### src/rtl/mem_arbiter.sv
// Single-port memory arbiter between the data (memory-stage) and instruction-fetch requesters.
// Fixed data priority with a fetch anti-starvation streak limit and an optional watchdog timeout.
module mem_arbiter #(
  parameter int unsigned MAX_STREAK = 4,
  parameter int unsigned TIMEOUT    = 0
) (
  input  logic        clk,
  input  logic        reset,
  input  logic        d_req,
  input  logic [31:0] d_addr,
  input  logic        d_write,
  input  logic [31:0] d_wdata,
  input  logic        d_extend,
  input  logic [1:0]  d_width,
  output logic        d_ack,
  output logic        d_err,
  output logic [31:0] d_rdata,
  input  logic        i_req,
  input  logic [31:0] i_addr,
  output logic        i_ack,
  output logic        i_err,
  output logic [31:0] i_rdata,
  output logic        m_req,
  output logic [31:0] m_addr,
  output logic        m_write,
  output logic [31:0] m_wdata,
  output logic        m_extend,
  output logic [1:0]  m_width,
  input  logic        m_ack,
  input  logic [31:0] m_rdata,
  output logic        busy
);

  typedef enum logic [1:0] {IDLE, BUSY_D, BUSY_I} state_t;

  localparam logic [3:0]  STREAK_MAX = 4'(MAX_STREAK);
  localparam logic [15:0] TIMER_LAST = 16'(TIMEOUT - 1);

  state_t      state_reg, state_next;
  logic [3:0]  streak_reg, streak_next;
  logic [15:0] timer_reg;
  logic [31:0] m_addr_reg, m_wdata_reg;
  logic        m_write_reg, m_extend_reg;
  logic [1:0]  m_width_reg;
  logic [31:0] d_rdata_reg, i_rdata_reg;
  logic        grant_d, grant_i, in_busy, expire, done;

  always_comb begin
    grant_d     = 1'b0;
    grant_i     = 1'b0;
    state_next  = state_reg;
    streak_next = streak_reg;
    in_busy     = (state_reg != IDLE);
    expire      = (TIMEOUT != 0) && in_busy && !m_ack && (timer_reg == TIMER_LAST);
    // Reset wins over a completion arriving in the same cycle: no ack is issued.
    done        = in_busy && (m_ack || expire) && !reset;
    if (state_reg == IDLE) begin
      if (d_req && (!i_req || streak_reg < STREAK_MAX)) begin
        grant_d     = 1'b1;
        state_next  = BUSY_D;
        streak_next = i_req ? streak_reg + 4'd1 : 4'd0;
      end else if (i_req) begin
        grant_i     = 1'b1;
        state_next  = BUSY_I;
        streak_next = 4'd0;
      end
    end else if (done) begin
      state_next = IDLE;
    end
  end

  always_ff @(posedge clk) begin
    if (reset) begin
      state_reg    <= IDLE;
      streak_reg   <= 4'd0;
      timer_reg    <= 16'd0;
      m_addr_reg   <= 32'd0;
      m_wdata_reg  <= 32'd0;
      m_write_reg  <= 1'b0;
      m_extend_reg <= 1'b0;
      m_width_reg  <= 2'b00;
      d_rdata_reg  <= 32'd0;
      i_rdata_reg  <= 32'd0;
    end else begin
      state_reg  <= state_next;
      streak_reg <= streak_next;
      if (grant_d) begin
        m_addr_reg   <= d_addr;
        m_write_reg  <= d_write;
        m_wdata_reg  <= d_wdata;
        m_extend_reg <= d_extend;
        m_width_reg  <= d_width;
      end else if (grant_i) begin
        m_addr_reg   <= i_addr;
        m_write_reg  <= 1'b0;
        m_wdata_reg  <= 32'd0;
        m_extend_reg <= 1'b0;
        m_width_reg  <= 2'b10;
      end
      if (grant_d || grant_i) begin
        timer_reg <= 16'd0;
      end else if (in_busy && !m_ack) begin
        timer_reg <= timer_reg + 16'd1;
      end
      if (d_ack) d_rdata_reg <= expire ? 32'd0 : m_rdata;
      if (i_ack) i_rdata_reg <= expire ? 32'd0 : m_rdata;
    end
  end

  assign busy     = in_busy;
  assign m_req    = in_busy;
  assign m_addr   = m_addr_reg;
  assign m_write  = m_write_reg;
  assign m_wdata  = m_wdata_reg;
  assign m_extend = m_extend_reg;
  assign m_width  = m_width_reg;

  // Completion is visible in the m_ack cycle itself; afterwards the held copy is shown.
  assign d_ack   = done && (state_reg == BUSY_D);
  assign i_ack   = done && (state_reg == BUSY_I);
  assign d_err   = d_ack && expire;
  assign i_err   = i_ack && expire;
  assign d_rdata = d_ack ? (expire ? 32'd0 : m_rdata) : d_rdata_reg;
  assign i_rdata = i_ack ? (expire ? 32'd0 : m_rdata) : i_rdata_reg;

endmodule

### config.mk
export PLATFORM = sky130hd
export DESIGN_NAME = mem_arbiter
export DESIGN_NICKNAME = d
export VERILOG_FILES = /design/src/rtl/mem_arbiter.sv
export SDC_FILE = /design/constraint.sdc
export NUM_CORES = 1
export LEC_CHECK = 0
export ABC_CLOCK_PERIOD_IN_PS = 2100
export CORE_AREA = 2 2 134 136
export DETAILED_ROUTE_END_ITERATION = 16
export DIE_AREA = 0 0 136 138
export DONT_BUFFER_PORTS = 1
export PLACE_DENSITY = 0.58
export SLEW_MARGIN = 20
export SYNTH_ARGS = -nofsm -noshare
export SYNTH_HDL_FRONTEND = slang
export SYNTH_SLANG_ARGS = --single-unit
### constraint.sdc
create_clock -name clk -period 2.1 [get_ports clk]
set_clock_uncertainty 0.2 [all_clocks]
set_input_delay 0.42 -clock clk [delete_from_list [all_inputs] [get_ports clk]]
set_output_delay 0.42 -clock clk [all_outputs]
set_load 0.05 [all_outputs]
Word-level counts from Yosys, hierarchy flattened --
Cells that the tools add are included.
Operators by class: reductions and logical operators 15, magnitude comparators 1, muxes and demuxes 23, equal/unequal tests 3, add/sub/neg operators 1
Operators with widths (count):
- 32-bit 2-to-1 mux | 6
- 2-bit 2-to-1 mux | 6
- 4-bit 2-to-1 mux | 3
- 1-bit 2-to-1 mux | 8
- 2-bit nonzero test | 4
- 1-bit logical AND | 5
- 4-bit by 1-bit adder with 4-bit output, second input constant | 1
- 4-bit by 3-bit less-than comparator with 1-bit output, second input constant | 1
- 2-bit AND reduction | 2
- 3-bit by 2-bit inequality test with 1-bit output, second input constant | 1
- 2-bit by 1-bit == test with 1-bit output, second input constant | 1
- 2-bit == test, second input constant | 1
- 1-bit logical NOT | 2
- 2-bit logical NOT | 1
- 1-bit logical OR | 1
Word-level totals: output and inout port bits 138, logic and storage cells 52, bits in registers 138

Logic depth before layout (Yosys ltp) --
depth in word-level cells 7, gate-level depth with buffers 6, depth with buffers taken out 4

Worst setup path after synthesis --
OpenSTA, ideal clock, no wires.
path type in2out, start point input port reset, end point output port d_rdata[22], cell stages on the path 5, slack -117 ps, arrival time 1597 ps, path through buf_2 nor4bb_1 buf_4 buf_12 mux2_4
Between the ends: longest elaborated chain between the ends 4
Ends and longest elaborated chain:
- start, declared | line 8 | input logic reset,
- 1-bit logical NOT | line 56 | done = in_busy && (m_ack || expire) && !reset;
- 1-bit logical AND | line 56
- 1-bit logical AND | line 119 | assign d_ack = done && (state_reg == BUSY_D);
- net d_ack | line 15 | output logic d_ack,
- 32-bit 2-to-1 mux
- end, declared | line 17 | output logic [31:0] d_rdata,
The timed path passes the listed nets, and every way through them passes these cells.

Worst setup path in the final report --
start point register state_reg[1], end point output port d_rdata[25]
Between the ends: longest elaborated chain between the ends 5, elaborated cells on any way between the ends 6
Ends and longest elaborated chain:
- start, declared | line 39 | state_t state_reg, state_next;
- start signal, assigned | line 85 | state_reg <= state_next;
- 2-bit nonzero test | line 53 | in_busy = (state_reg != IDLE);
- 1-bit logical AND (2 in series) | line 56
- 1-bit logical AND (*) | line 119
- 32-bit 2-to-1 mux (*)
Mark *: on every way between the ends. The rest lies on a longest branch, timed or not.

==> run metrics <==
run status=finished, violations left; failing checks=negative setup slack; cell count after placement=795; CTS root buffer=clkbuf_16; EDFF count, synth=0; post-detailed-routing wire length=16700 um; type of element capturing the critical path=output pin; number of maximum-capacitance violations=0; number of antenna violations at the first check in global routing=1; CP startpoint=state_reg[1]$_SDFFE_PP0P_; wire length per cell after detailed routing=19.0 um; die extent in y=138 um; CP startpoint kind=flop; Die Outline Area=18800 um^2; maximum buffer depth of the clock tree=2; Static Leakage=0.00281 uW; grt total ovfl=0; global-route wire length before repair=25000 um; count of pins over their slew limit=0; mean post-synth cell area=10.0 um^2; insertion delay of the later-clocked pin in the worst-skew pair=0.41 ns; commonest register cell after synthesis=dfxtp_1; Hold Path Origin=i_addr[26]; power per cell area=933 nW/um^2; clock period minus worst slack=2.46 ns; CP Cell Sequence=nor4bb_4 -> buf_6 -> buf_12 -> clkbuf_16 -> mux2_4; fin crit share=1.17; Reg2Reg Launch Point=streak_reg[3]$_SDFFE_PP0P_; CTS Buf Count=17; f_max=407 MHz; count of different cell masters after synthesis=32; kind of cell with the highest combined delay on the critical path=buffers and inverters; Port Buffer Count=0; proportion of register bits with asynchronous set or reset after synthesis=0; DRC violation count after routing=0; classification of the worst setup path=flop to output pin; dominant cell by count in the synthesized netlist=dfxtp_1; diodes inserted=0; Least-Margin Pin Slew=0.612 ns; number of vias in the routed layout=4666; share of post-route cells with drive strength above 1=0.237; largest fanout on the critical path=8; Clock transition at path regs=0.06 ns; design area=7450 um^2; ports placed on the boundary=275; Synth-to-Final Area Change=25.7%; maximum number of pins on one net before global-route repair=55; # nets final=776; number of buffer and inverter stages on the critical path=3; ratio of routed vias to standard cells=5.30; unrepaired setup endpoints after global routing=yes; die boundary width=136 um; Finished Layout Cells=880; iteration-0 DRC count of the detailed router=235; remaining antenna violation count=0; dominant cell type by area after synthesis=dfxtp_1; Post-DP Area=6250 um^2; number of setup violations in the final report=66; Synth warnings=0; Std-Cell Rows=49; post-layout worst setup margin=-0.357 ns; fraction of synthesized cell area taken by the top area cell type=0.466; slowest stage delay, CP=0.39 ns; slowest library cell on the worst path=mux2_4; effective utilization at floorplan=0.338; Max rail drop VDD=0.520 mV; portion of the post-synthesis area used by sequential elements=0.466; synthesis-stage register bit count=138; RePlAce Congestion=0.843; via count of the first global-routing pass=4724; type of the most critical hold path=primary input to flop; count of mapped cells out of synthesis=593; HPWL after DPL=11300 um; Worst EP required=1.48 ns; Cell Area, Synth=5930 um^2; Max H-tree Level=4; number of sinks on the clock net=138; TritonRoute pass-1 iters=5; cell types occupying the most area after synthesis=dfxtp_1 47%, mux2_4 15%, and2_1 6.7%; worst endpoint data arrival time=1.84 ns; clock tree from TritonCTS=built; synth cell count leaders=138 x dfxtp_1, 71 x a21oi_1, 64 x and2_1, 58 x mux2_4, 38 x o21ai_1; Total GRT Usage=0.169; Max-Slew Margin vs Limit=0.592; number of hold violations in the final report=0; core outline area=17500 um^2
## final cells by class
| type | instances | area (um^2) |
|---|---|---|
| clock buffers | 17 | 425 |
| repair buffers | 86 | 930 |
| clock inverters | 15 | 158 |
| flip-flops and latches | 138 | 2770 |
| fillers | 1661 | 10100 |
| inverters | 3 | 11.3 |
| well taps | 229 | 287 |
| multi-input cells | 392 | 2880 |
## worst reg2reg max path, stage by stage (launching register included)
cell,delay [ns]
dfxtp_1,0.42
o21a_1,0.22
buf_6,0.21
o211ai_1,0.14
a21oi_1,0.19
dlygate4sd3_1,0.56
## cell usage in the layout (no fill, tap or decap), types with 2 or more instances in the layout
master and count:
inv_6 5, and2_1 64, buf_4 28, nand2b_1 2
o21ai_1 37, mux2_4 64, buf_6 5, nor2_4 2
inv_8 2, a21oi_1 71, nor3_1 32, buf_12 10
inv_2 3, dfxtp_2 2, dlygate4sd3_1 41, nand2_1 33
o32ai_1 32, conb_1 2, clkinvlp_4 6, nor4bb_4 2
nand3_1 37, dfxtp_1 136, clkbuf_16 18
## layer usage
metal | global-route usage | part of all wire | up-vias
met5 | 0 | 0.00078 | -
li1 | - | - | 2190
met4 | 0.0641 | 0.025 | 2
met2 | 0.287 | 0.49 | 247
met1 | 0.188 | 0.39 | 2193
met3 | 0.0682 | 0.093 | 34
## kinds of logic after synthesis
| logic type | count (synthesis) | share of synthesized area |
|---|---|---|
| AO/OA/AOI/OAI | 146 | 0.146 |
| adder cells (fa/ha/maj) | 1 | 0.00211 |
| buffers and inverters | 64 | 0.0641 |
| flip-flops | 138 | 0.466 |
| multiplexers | 64 | 0.158 |
| other | 1 | 0.000632 |
| AND/OR/NAND/NOR | 179 | 0.163 |
## path summary, 6_finish.rpt
kind,endpoint,slack (ns),cells past startpoint
worst min register to register,streak_reg[1]$_SDFFE_PP0P_,0.30,2
worst max-delay path,d_rdata[25],-0.36,5
worst max register to register,state_reg[1]$_SDFFE_PP0P_,0.12,5
worst min-delay path,m_addr[26]$_SDFFE_PP0P_,0.05,2
## report_power, final
group,internal [uW],switching [uW]
sequential,2750,461
combinational,328,493
clock,1670,1250
total,4750,2200
## per-stage QoR
stage	power [uW]	hold WS, ns	worst slack (ns)	util	setup TNS, ns
after floorplan	3830	0.258	-0.0900	-	-3.01
final	6950	0.0489	-0.357	0.425	-20.56
after global routing	7230	0.0297	-0.438	0.425	-25.90
after detailed placement	3990	0.270	-0.0341	0.357	-0.697
after global placement	3960	0.263	-0.0303	0.357	-0.433
after CTS	7020	0.0290	-0.367	0.419	-22.22
## what timing repair did
action	4_1_cts	5_1_grt
setup buffers	4	5
gates cloned	1	1
hold buffers	42	0
hold endpoints to repair	42	0
pin swaps	1	0
gates resized for setup	8	12
endpoints found under the setup margin	68	70
No activity file was read; power rests on OpenSTA's default activity.
